## src/rtl/fetch_buf_if.sv

```systemverilog
// fetch_buf_if: decode handshake, redirect and instruction SRAM signals of the fetch stage
interface fetch_buf_if #(
  parameter int XLEN = 32
);
  logic            bj_taken_i;
  logic [XLEN-1:0] bj_target_i;
  logic            f_valid_o;
  logic            f_ready_i;
  logic [XLEN-1:0] f_pc_o;
  logic [31:0]     f_inst_o;
  logic            f_excp_o;
  logic            inst_sram_en;
  logic [3:0]      inst_sram_we;
  logic [XLEN-1:0] inst_sram_addr;
  logic [31:0]     inst_sram_wdata;
  logic [31:0]     inst_sram_rdata;
  modport master (
    input  bj_taken_i, bj_target_i, f_ready_i, inst_sram_rdata,
    output f_valid_o, f_pc_o, f_inst_o, f_excp_o,
    output inst_sram_en, inst_sram_we, inst_sram_addr, inst_sram_wdata
  );
  modport slave (
    output bj_taken_i, bj_target_i, f_ready_i, inst_sram_rdata,
    input  f_valid_o, f_pc_o, f_inst_o, f_excp_o,
    input  inst_sram_en, inst_sram_we, inst_sram_addr, inst_sram_wdata
  );
endinterface

```

## src/rtl/fetch_buf.sv

```systemverilog
// fetch_buf: instruction fetch stage feeding a {pc, inst} FIFO from a 1-cycle-latency SRAM.
// FETCH_ALIGN_CHK_EN turns misaligned redirect targets into a single exception entry plus a fetch halt.
module fetch_buf #(
  parameter int              XLEN       = 32,
  parameter logic [XLEN-1:0] RESET_PC   = '0,
  parameter int              FIFO_DEPTH = 4
) (
  input logic         clk,
  input logic         reset,
  fetch_buf_if.master bus
);
  localparam int AW = $clog2(FIFO_DEPTH);
  localparam int CW = AW + 1;
  localparam logic [31:0] NOP = 32'h0000_0013;
  logic [XLEN-1:0] pc_q, pc_d, req_pc_q, req_pc_d, tgt;
  logic            inflight_q, inflight_d, issue, push, pop, halt_q, excp_q;
  logic [CW-1:0]   count_q, count_d;
  logic [AW-1:0]   head_q, head_d, tail_q, tail_d;
  logic [XLEN-1:0] mem_pc_q [FIFO_DEPTH];
  logic [XLEN-1:0] mem_pc_d [FIFO_DEPTH];
  logic [31:0]     mem_inst_q [FIFO_DEPTH];
  logic [31:0]     mem_inst_d [FIFO_DEPTH];
  logic            mem_excp_q [FIFO_DEPTH];
  logic            mem_excp_d [FIFO_DEPTH];
`ifdef FETCH_ALIGN_CHK_EN
  logic halt_d, excp_d;
  assign tgt = bus.bj_target_i;
  always_comb begin
    excp_d = bus.bj_taken_i && (bus.bj_target_i[1:0] != 2'b00);
    halt_d = bus.bj_taken_i ? excp_d : halt_q;
  end
  always_ff @(posedge clk) begin
    if (reset) begin
      halt_q <= 1'b0;
      excp_q <= 1'b0;
    end else begin
      halt_q <= halt_d;
      excp_q <= excp_d;
    end
  end
`else
  assign tgt    = bus.bj_target_i & ~XLEN'(3);
  assign halt_q = 1'b0;
  assign excp_q = 1'b0;
`endif
  // in-flight reads reserve a slot, so a push can never overflow
  always_comb begin
    issue      = !reset && !bus.bj_taken_i && !halt_q && ((count_q + CW'(inflight_q)) < CW'(FIFO_DEPTH));
    pop        = (count_q != '0) && bus.f_ready_i;
    push       = !bus.bj_taken_i && (inflight_q || excp_q);
    mem_pc_d   = mem_pc_q;
    mem_inst_d = mem_inst_q;
    mem_excp_d = mem_excp_q;
    if (push) begin
      mem_pc_d[tail_q]   = excp_q ? pc_q : req_pc_q;
      mem_inst_d[tail_q] = excp_q ? NOP : bus.inst_sram_rdata;
      mem_excp_d[tail_q] = excp_q;
    end
    count_d    = bus.bj_taken_i ? '0 : count_q + CW'(push) - CW'(pop);
    head_d     = bus.bj_taken_i ? '0 : head_q + AW'(pop);
    tail_d     = bus.bj_taken_i ? '0 : tail_q + AW'(push);
    pc_d       = bus.bj_taken_i ? tgt : issue ? pc_q + XLEN'(4) : pc_q;
    req_pc_d   = issue ? pc_q : req_pc_q;
    inflight_d = issue;
  end
  always_ff @(posedge clk) begin
    if (reset) begin
      pc_q       <= RESET_PC;
      req_pc_q   <= RESET_PC;
      inflight_q <= 1'b0;
      count_q    <= '0;
      head_q     <= '0;
      tail_q     <= '0;
      mem_pc_q   <= '{default: '0};
      mem_inst_q <= '{default: '0};
      mem_excp_q <= '{default: 1'b0};
    end else begin
      pc_q       <= pc_d;
      req_pc_q   <= req_pc_d;
      inflight_q <= inflight_d;
      count_q    <= count_d;
      head_q     <= head_d;
      tail_q     <= tail_d;
      mem_pc_q   <= mem_pc_d;
      mem_inst_q <= mem_inst_d;
      mem_excp_q <= mem_excp_d;
    end
  end
  assign bus.f_valid_o       = count_q != '0;
  assign bus.f_pc_o          = mem_pc_q[head_q];
  assign bus.f_inst_o        = mem_inst_q[head_q];
  assign bus.f_excp_o        = mem_excp_q[head_q];
  assign bus.inst_sram_en    = issue;
  assign bus.inst_sram_we    = 4'h0;
  assign bus.inst_sram_addr  = pc_q;
  assign bus.inst_sram_wdata = 32'h0;
endmodule

```

## src/flat_wrapper.sv

```systemverilog
// flat-port wrapper written by rule: the top's interface ports become plain ports
module fetch_buf_flat 
#(
  parameter int              XLEN       = 32,
  parameter logic [XLEN-1:0] RESET_PC   = '0,
  parameter int              FIFO_DEPTH = 4
)
  (clk, reset, bus_bj_taken_i, bus_bj_target_i, bus_f_ready_i, bus_inst_sram_rdata, bus_f_valid_o, bus_f_pc_o, bus_f_inst_o, bus_f_excp_o, bus_inst_sram_en, bus_inst_sram_we, bus_inst_sram_addr, bus_inst_sram_wdata);
  fetch_buf_if #(.XLEN(XLEN)) bus_i ();
  input logic clk;
  input logic reset;
  input wire logic [$bits(bus_i.bj_taken_i)-1:0] bus_bj_taken_i;
  input wire logic [$bits(bus_i.bj_target_i)-1:0] bus_bj_target_i;
  input wire logic [$bits(bus_i.f_ready_i)-1:0] bus_f_ready_i;
  input wire logic [$bits(bus_i.inst_sram_rdata)-1:0] bus_inst_sram_rdata;
  output wire logic [$bits(bus_i.f_valid_o)-1:0] bus_f_valid_o;
  output wire logic [$bits(bus_i.f_pc_o)-1:0] bus_f_pc_o;
  output wire logic [$bits(bus_i.f_inst_o)-1:0] bus_f_inst_o;
  output wire logic [$bits(bus_i.f_excp_o)-1:0] bus_f_excp_o;
  output wire logic [$bits(bus_i.inst_sram_en)-1:0] bus_inst_sram_en;
  output wire logic [$bits(bus_i.inst_sram_we)-1:0] bus_inst_sram_we;
  output wire logic [$bits(bus_i.inst_sram_addr)-1:0] bus_inst_sram_addr;
  output wire logic [$bits(bus_i.inst_sram_wdata)-1:0] bus_inst_sram_wdata;
  assign bus_i.bj_taken_i = bus_bj_taken_i;
  assign bus_i.bj_target_i = bus_bj_target_i;
  assign bus_i.f_ready_i = bus_f_ready_i;
  assign bus_i.inst_sram_rdata = bus_inst_sram_rdata;
  assign bus_f_valid_o = bus_i.f_valid_o;
  assign bus_f_pc_o = bus_i.f_pc_o;
  assign bus_f_inst_o = bus_i.f_inst_o;
  assign bus_f_excp_o = bus_i.f_excp_o;
  assign bus_inst_sram_en = bus_i.inst_sram_en;
  assign bus_inst_sram_we = bus_i.inst_sram_we;
  assign bus_inst_sram_addr = bus_i.inst_sram_addr;
  assign bus_inst_sram_wdata = bus_i.inst_sram_wdata;
  fetch_buf #(.XLEN(XLEN), .RESET_PC(RESET_PC), .FIFO_DEPTH(FIFO_DEPTH)) u_core (.clk(clk), .reset(reset), .bus(bus_i));
endmodule
```

## config.mk

```make
export PLATFORM = sky130hd
export DESIGN_NAME = fetch_buf_flat
export DESIGN_NICKNAME = d
export VERILOG_FILES = /design/src/rtl/fetch_buf_if.sv /design/src/rtl/fetch_buf.sv /design/src/flat_wrapper.sv
export SDC_FILE = /design/constraint.sdc
export NUM_CORES = 1
export LEC_CHECK = 0
export CORE_MARGIN = 2
export CORE_UTILIZATION = 30
export DETAILED_ROUTE_END_ITERATION = 8
export RECOVER_POWER = 25
export SETUP_SLACK_MARGIN = 0.2
export SLEW_MARGIN = 15
export SYNTH_ARGS = -nofsm -noshare
export SYNTH_HDL_FRONTEND = slang
export SYNTH_SLANG_ARGS = --single-unit
export TNS_END_PERCENT = 20
```

## constraint.sdc

```tcl
create_clock -name clk -period 2.2 [get_ports clk]
set_clock_uncertainty 0.1 [all_clocks]
set_input_delay 0.66 -clock clk [delete_from_list [all_inputs] [get_ports clk]]
set_output_delay 0.66 -clock clk [all_outputs]
set_load 0.01 [all_outputs]
```

Word-level counts from Yosys, hierarchy flattened. Index checks and enable logic that the tools add are counted.

Bits in registers: 332. Input port bits: 68. Output and inout port bits: 135. Logic and storage cells: 60.

Add/sub/neg operators: 6. Order comparisons: 4. Muxes and demuxes: 17. Bitwise operators: 4. Reduce and logical (&&, ||, !) cells: 10.

Operators with widths (number): $bwmux W128 (2); $mux W32 (7); $bmux W32 S2 (2); $demux W32 S2 (1); $add A32 B3 Y32 const B (1); $add A3 B1 Y3 (2); $ge A3 B3 Y1 const B (2); $not A2 Y3 (2); $logic_and A1 B1 Y1 (5); $add A2 B1 Y2 (2); $and A4 B4 Y4 (1); $not A4 Y4 (1); $lt A3 B1 Y1 const B (1); $lt A3 B3 Y1 const B (1); $mux W1 (3); $reduce_bool A3 Y1 (1); $sub A3 B1 Y3 (1); $bmux W1 S2 (1); $demux W1 S2 (1); $logic_not A1 Y1 (2); $reduce_bool A2 Y1 (1); $reduce_or A2 Y1 (1).

Depth between registers and ports, before layout. Gate-level depths: netlist of the first run.

Word-level depth: 7. Depth in mapped cells: 9.

Worst setup path after synthesis of the first run. No wires, ideal clock.

Kind: input-to-output. Start: input bus_bj_taken_i. End: output bus_inst_sram_en. Arrival: 1.567 ns. Required time: 1.440 ns. Path slack: -0.127 ns. Cell stages on the path: 5. Cell sequence: clkbuf_1 nor2_1 nand2_1 inv_1 buf_2.

Word-level cells in the longest chain between the ends: 3.

RTL lines: start: declaration (line flat_wrapper.sv:12) `input wire logic [$bits(bus_i.bj_taken_i)-1:0] bus_bj_taken_i;`; $logic_not A1 Y1 (line fetch_buf.sv:48) `issue = !reset && !bus.bj_taken_i && !halt_q && ((count_q + CW'(inflight_q)) < CW'(FIFO_DEPTH));`; $logic_and A1 B1 Y1 (2 in a row) (line fetch_buf.sv:48); end: declaration (line flat_wrapper.sv:20) `output wire logic [$bits(bus_i.inst_sram_en)-1:0] bus_inst_sram_en;`.

No other way between the ends.

Worst setup path in the final report of the first run.
Start: register u_core.head_q[0]. End: output bus_f_pc_o[7].

Word-level cells in the longest chain between the ends: 4.

RTL lines: start: declaration (line fetch_buf.sv:18) `logic [AW-1:0] head_q, head_d, tail_q, tail_d;`; start signal: assignment (line fetch_buf.sv:72) `head_q <= '0;`; start signal: assignment (line fetch_buf.sv:82) `head_q <= head_d;`; $not A2 Y3 (not written as such) (line fetch_buf.sv:90) `assign bus.f_pc_o = mem_pc_q[head_q];`; $bmux W32 S2 (line fetch_buf.sv:90); $mux W32 (not written as such) (2 in a row) (line fetch_buf.sv:90); end: declaration (line flat_wrapper.sv:17) `output wire logic [$bits(bus_i.f_pc_o)-1:0] bus_f_pc_o;`.

No other way between the ends. The select of a mux whose other input is x is not followed.

==> results of run 1 <==
state kept, by name, indices dropped and copies added (netlist names):
name	cells
u_core.tail_q	2
u_core.mem_excp_q	4
u_core.head_q	2
u_core.inflight_q	1
u_core.req_pc_q	30
u_core.mem_pc_q	120
u_core.count_q	3
u_core.bus.inst_sram_addr	30
u_core.mem_inst_q	128
synthesized netlist by cell type, drive strengths merged, types with 2 or more instances:
master,count,area share (%)
inv,9,0.25
clkbuf,89,2.5
xnor2,23,1.6
o21ai,2,0.074
nor3b,5,0.28
dfxtp,320,48
a31oi,4,0.19
nor2,27,0.75
or2,2,0.093
o22ai,3,0.14
and4,5,0.33
or4,2,0.11
and3,2,0.093
or3,3,0.14
mux4,63,11
nand3,11,0.54
ha,3,0.28
and2,12,0.56
nor3,3,0.15
nor4,14,0.88
nand2,577,16
buf,73,3.5
a211oi,19,1.1
a311oi,2,0.13
nand4,7,0.33
xor2,9,0.59
a21oi,281,10
layer usage:
| layer | vias to the layer above | wire length (um) | share of wire [%] | track usage [%] |
|---|---|---|---|---|
| met1 | 5354 | 17500 | 45 | 22.1 |
| met5 | - | 0 | 0 | 0 |
| li1 | 5592 | - | - | - |
| met4 | 0 | 846 | 2.2 | 5.16 |
| met3 | 59 | 2550 | 6.5 | 3.40 |
| met2 | 335 | 18300 | 47 | 26.8 |
kinds of logic (layout without fill, tap and decap cells):
| group | after synthesis | in the layout | synth area share [%] |
|---|---|---|---|
| AND/OR/NAND/NOR | 672 | 672 | 20.5 |
| other | 1 | 40 | 0.0278 |
| adder cells (fa/ha/maj) | 4 | 4 | 0.427 |
| XOR/XNOR | 32 | 32 | 2.14 |
| multiplexers | 64 | 64 | 10.6 |
| buffers and inverters | 172 | 327 | 6.28 |
| AO/OA/AOI/OAI | 317 | 317 | 12.5 |
| flip-flops | 320 | 320 | 47.6 |
cell type report:
| cell class | instances | area [um2] |
|---|---|---|
| clock buffers | 54 | 1080 |
| repair buffers | 252 | 2650 |
| fillers | 4444 | 26700 |
| clock inverters | 11 | 114 |
| flip-flops and latches | 320 | 6460 |
| inverters | 10 | 40.0 |
| well taps | 592 | 741 |
| multi-input cells | 1129 | 6490 |
worst max path at each step:
stage	startpoint	endpoint	slack, ns
floorplan	u_core.count_q[0]$_SDFF_PN0_	u_core.count_q[2]$_SDFF_PN0_	0.02
CTS	u_core.head_q[0]$_SDFF_PN0_	bus_f_inst_o[16]	-0.62
global route	u_core.head_q[0]$_SDFF_PN0_	bus_f_inst_o[1]	-0.63
detailed placement	bus_bj_taken_i	bus_inst_sram_en	-0.54
finish	u_core.head_q[0]$_SDFF_PN0_	bus_f_pc_o[7]	-0.57
global placement	bus_bj_taken_i	bus_inst_sram_en	-0.53
stage by stage:
stage	setup slack (ns)	utilization, %	instance area, um2
floorplan	0.0224	-	13700
global placement	-0.531	36.3	16100
detailed placement	-0.541	36.3	16100
CTS	-0.617	39.7	17600
global route	-0.635	39.7	17600
finish	-0.572	39.7	17600
critical path, delay by kind of cell, from the launching register on:
kind                   cells  cell delay, ns
buffers and inverters      4            0.50
flip-flops                 1            0.39
multiplexers               1            0.56
where the power goes:
| group | total [uW] | switching, uW | internal, uW |
|---|---|---|---|
| Sequential | 5990 | 99.9 | 5890 |
| Combinational | 853 | 467 | 386 |
| Clock | 6050 | 2410 | 3650 |
repair_timing:
item	in CTS	in global routing
gates cloned	3	0
gates resized for setup	415	47
endpoints found under the setup margin	220	158
pin swaps	3	8
endpoints found under the hold margin	0	0
buffers inserted	17	1
==> out/results.ini, run 1 <==
[routing]
detail-route-antenna-nets = 0
dr.pass1.iters = 6
drc = 0
drt_iter0_drc = 788
vias_per_cell = 4.79
num_vias = 11300
wire_per_inst_um = 16.5
routed_wl_mm = 39.2

[logic_synthesis]
ys_ff_latch = 320
syn_avg_cell_area_um2 = 8.51
synth-edff-count = 0
synthCells = 1582
synth.distinct_cells = 49
ys_seq_area_share_pct = 47.6
synth-async-reset-ratio_pct = 0
syn_area_mm2 = 0.0135
synth_flop_cell = dfxtp_1
yosys_warnings = 0

[worst_setup_path]
r2r-start = u_core.inflight_q$_SDFF_PP0_
crit_path_cell_trace = buf_12 > buf_12 > buf_12 > mux4_2 > buf_6
critPathArrivalTime_ns = 2.01
slowest_stage = mux4_2
slowest_delay_ns = 0.56
end_kind = primary output
crit_required_ns = 1.44
ff2ff_path_depth = 6
worst_path_most_repeated_cell = buf_12
rrSetupSlack_ns = -0.27
path_max_fanout = 7
r2r-end = u_core.bus.inst_sram_addr[16]$_SDFFE_PP0P_
worstSetupPathType = flop to primary output
start_kind = flop

[floorplan]
io_pins = 203
die_w_um = 216
die_y_um = 216
start_util_pct = 30.4
core_area_mm2 = 0.0443
placementRows = 77
die-area_mm2 = 0.0466

[sta]
slew_violations = 0
fin_tns_setup_ns = -32.56
fmax_ghz = 0.361
setup_ws_ns = -0.572
final-setup-viol-count = 68
worst_pin_slew_ns = 1.18
fin_crit_ns = 2.77
fin_crit_sh_pct = 126
rsz0062_at_grt = yes
relSlewSlack_pct = 21.3
finalHoldViolCount = 0
timing.hold.ws_ns = 0.352

[final_layout]
syn_to_final_growth_pct = 30.5
finalNonFillerCells = 2368
antennaDiodeCount = 0
layout_common_cells = nand2_1, dfxtp_1, a21oi_1
layout_commonest_cell = nand2_1
layout-drive-gt1-share_pct = 20.1
nNetsFinal = 1822

[clock_tree]
cts_buffer_depth = 3
cts.sinks = 320
cts_tree = yes
root_buffer = clkbuf_16
cts_made_buffers = 37
clock_latency_ns = 0.55
cts.htree.levels = 2
cts_hold_buf = 0
clkTransAtPathRegs_ns = 0.06

[outcome]
violations = setup timing
status = finished with violations

[place]
post-dp-hpwl_mm = 24.2
gp_congestion = 0.771
port_buffers = 160
dpl.cell_count = 2282

[global_route]
grt_pass1_vias = 11100
grt.overflow.total = 0
grt_pass1_wl_mm = 61.2
track_usage_pct = 16.5
grt_start_max_net_pins = 162
antenna_found_initial = 0

[hold_path]
hp-start = u_core.mem_pc_q[86]$_SDFFE_PP0P_
hp-class = flop to flop
min_to = u_core.mem_pc_q[86]$_SDFFE_PP0P_
whs_path_depth = 2

[pwr]
p_leak_uw = 0.00596
fin_total_pwr_uw = 12900
irDropWorstVdd_mv = 0.390
power_density_mw_per_mm2 = 734

[job]
maxCapViolCount = 0

Note: power is estimated with default switching activity, not from simulation.
==> run 2, diff against run 1 <==
Settings changed: SLEW_MARGIN 15 to 20.
==> results of run 2 <==
No change in the layout: final DEF, timing and power equal those of run 1.
==> run 3, diff against run 2 <==
Settings changed: CORE_UTILIZATION 30 to 40.
==> run 3 against run 2 <==
Against the previous run:
- the flow still finishes with violations (setup timing)
- critical endpoint is now bus_f_pc_o[24]
- combinational power grew 2%
- setup slack gained 0.051 ns
- design area grew 0.80%
- critical path depth is the same
- worst hold slack lost 0.0033 ns
==> out/results.ini, run 3 (same netlist as run 1, synthesis figures left out) <==
[floorplan]
placementRows = 67  ; was 77
die_y_um = 188  ; was 216 um
start_util_pct = 40.4  ; was 30.4%
core_area_mm2 = 0.0334  ; was 0.0443 mm2
io_pins = 203  ; unchanged
die-area_mm2 = 0.0352  ; was 0.0466 mm2
die_w_um = 188  ; was 216 um

[place]
dp_slack_ns = -0.577  ; was -0.541 ns
gp_congestion = 0.792  ; was 0.771
port_buffers = 160  ; unchanged
placed_cell_area_mm2 = 0.0159  ; was 0.0161 mm2
post-dp-hpwl_mm = 22.8  ; was 24.2 mm

[sta]
relSlewSlack_pct = 42.2  ; was 21.3%
fmax_ghz = 0.368  ; was 0.361 GHz
fin_tns_setup_ns = -27.71  ; was -32.56 ns
fin_crit_ns = 2.72  ; was 2.77 ns
rsz0062_at_grt = yes  ; unchanged
worst_pin_slew_ns = 0.867  ; was 1.18 ns
finalHoldViolCount = 0  ; unchanged
fin_crit_sh_pct = 124  ; was 126%
setup_ws_ns = -0.520  ; was -0.572 ns
final-setup-viol-count = 70  ; was 68
slew_violations = 0  ; unchanged

[clock_tree]
cts_tree = yes  ; unchanged
cts_buffer_depth = 3  ; unchanged
cts_made_buffers = 36  ; was 37
clock_latency_ns = 0.52  ; was 0.55 ns
cts.htree.levels = 2  ; unchanged
root_buffer = clkbuf_16  ; unchanged
clkTransAtPathRegs_ns = 0.06  ; about the same
cts.sinks = 320  ; unchanged

[global_route]
grt_pass1_vias = 11000  ; was 11,100
antenna_found_initial = 0  ; unchanged
track_usage_pct = 20.7  ; was 16.5%
grt_start_max_net_pins = 176  ; was 162
grt.overflow.total = 0  ; unchanged
grt_pass1_wl_mm = 59.2  ; was 61.2 mm

[worst_setup_path]
r2r-start = u_core.count_q[1]$_SDFF_PN0_  ; was u_core.inflight_q$_SDFF_PP0_
r2r-end = u_core.bus.inst_sram_addr[16]$_SDFFE_PP0P_  ; unchanged
worstSetupPathType = flop to primary output  ; unchanged
end_kind = primary output  ; unchanged
ff2ff_path_depth = 9  ; was 6
start_kind = flop  ; unchanged
setup.worst_path.start = u_core.head_q[0]$_SDFF_PN0_  ; unchanged
crit_required_ns = 1.44  ; about the same
rrSetupSlack_ns = -0.19  ; was -0.27 ns
path_max_fanout = 5  ; was 7
critPathArrivalTime_ns = 1.96  ; was 2.01 ns

[routing]
drt_iter0_drc = 729  ; was 788
dr_wl_met3_mm = 2.28  ; was 2.55 mm
dr.pass1.iters = 8  ; was 6
vias_per_cell = 5.10  ; was 4.79
num_vias = 11400  ; was 11,300
wl_met1_mm = 16.9  ; was 17.5 mm
met2WireLength_mm = 17.2  ; was 18.3 mm
wire_per_inst_um = 16.5  ; about the same
drc = 0  ; unchanged
highest_layer = met4  ; unchanged
routed_wl_mm = 37.0  ; was 39.2 mm
detail-route-antenna-nets = 0  ; unchanged

[final_layout]
fill_cells = 3165  ; was 4,444
layout_common_cells = nand2_1, dfxtp_1, a21oi_1, mux4_2, clkdlybuf4s50_1  ; was nand2_1, dfxtp_1, a21oi_1
antennaDiodeCount = 0  ; unchanged
top_regs = u_core.mem_inst_q: 128 flops, u_core.mem_pc_q: 120 flops  ; unchanged
syn_to_final_growth_pct = 31.5  ; was 30.5%
largest_register_ff_count = 128  ; unchanged
layout.area.seq_mm2 = 0.00645  ; was 0.00646 mm2
nNetsFinal = 1839  ; was 1,822
design_area_mm2 = 0.0177  ; was 0.0176 mm2
top_register = u_core.mem_inst_q  ; unchanged
layout_commonest_cell = nand2_1  ; unchanged
layout-drive-gt1-share_pct = 19.8  ; was 20.1%
multi_input_area_mm2 = 0.00651  ; was 0.00649 mm2

[pwr]
clkPwrFrac_pct = 48.4  ; was 47.0%
p_leak_uw = 0.00614  ; was 0.00596 uW
power_density_mw_per_mm2 = 749  ; was 734 mW/mm2
p_switching_uw = 2950  ; was 2970 uW
fin_total_pwr_uw = 13300  ; was 12,900 uW
irDropWorstVdd_mv = 0.509  ; was 0.390 mV
p_seq_share_pct = 45.1  ; was 46.4%
switching_share_pct = 22.2  ; was 23.1%
pwr-share-comb_pct = 6.6  ; about the same
internal_power_uw = 10300  ; was 9920 uW

[outcome]
violations = setup timing  ; unchanged
status = finished with violations  ; unchanged

[hold_path]
whs_path_depth = 2  ; unchanged
hp-class = flop to flop  ; unchanged
hp-start = u_core.mem_pc_q[23]$_SDFFE_PP0P_  ; was u_core.mem_pc_q[86]$_SDFFE_PP0P_
min_to = u_core.mem_pc_q[23]$_SDFFE_PP0P_  ; was u_core.mem_pc_q[86]$_SDFFE_PP0P_

[job]
maxCapViolCount = 0  ; unchanged

==> run 3: cell count changes in the layout (fill, tap and decap cells not counted), sizes merged, moves of 4 or more <==
| cell | change |
|---|---|
| buf | +14 |
| dlygate4sd2 | +13 |
| clkdlybuf4s15 | -7 |
| clkbuf | -5 |
| bufinv | +4 |
==> run 3: power by group through the flow <==
stage	clock [uW]	combinational, uW	sequential, uW
2_1_floorplan	0	454	6100
6_report	6420	870	5980
3_3_place_gp	0	855	6100
5_1_grt	6790	944	5990
4_1_cts	6570	875	5980
3_5_place_dp	0	860	6100
==> run 3: cell type report <==
class | instances | area share [%]
inverter | 10 | 0.212
timing repair buffer | 270 | 16.2
clock inverter | 15 | 1.34
multi-input combinational | 1129 | 36.8
tap | 448 | 3.16
clock buffer | 50 | 5.91
sequential | 320 | 36.4
==> run 3: worst max path at each step <==
stage	endpoint	slack (ns)	cells past startpoint
2_1_floorplan	u_core.count_q[2]$_SDFF_PN0_	0.02	9
3_3_place_gp	bus_inst_sram_en	-0.57	5
3_5_place_dp	bus_inst_sram_en	-0.58	5
4_1_cts	bus_f_pc_o[25]	-0.56	5
5_1_grt	bus_f_pc_o[20]	-0.58	5
6_report	bus_f_pc_o[24]	-0.52	5
==> run 3: timing repair <==
action | CTS | global route
pin swaps | 12 | 4
endpoints found under the setup margin | 341 | 224
gates resized for setup | 403 | 42
gates cloned | 4 | 2
hold buffers | 0 | 0
endpoints found under the hold margin | 0 | 0
setup buffers | 22 | 3
==> run 3: per-layer routing <==
metal / vias to the layer above / track usage, %
li1: 5612 / -
met1: 5438 / 28.4
met2: 329 / 33.9
met3: 44 / 3.87
met4: 0 / 4.82
met5: - / 0
==> run 3: worst max-delay path, cell delays in order, from the launching register on <==
cell and delay [ns]:
dfxtp_4 0.41, buf_4 0.14, buf_12 0.11, clkbuf_16 0.15, mux4_2 0.51, buf_6 0.14
==> run 3: per-stage QoR <==
| stage | std cells | hold WS (ns) | util [%] |
|---|---|---|---|
| 4_1_cts | 2237 | 0.352 | 52.8 |
| 3_3_place_gp | 2146 | 0.338 | 47.8 |
| 3_5_place_dp | 2146 | 0.343 | 47.8 |
| 6_report | 2242 | 0.348 | 53.1 |
| 5_1_grt | 2242 | 0.369 | 53.1 |
| 2_1_floorplan | 1621 | 0.333 | - |
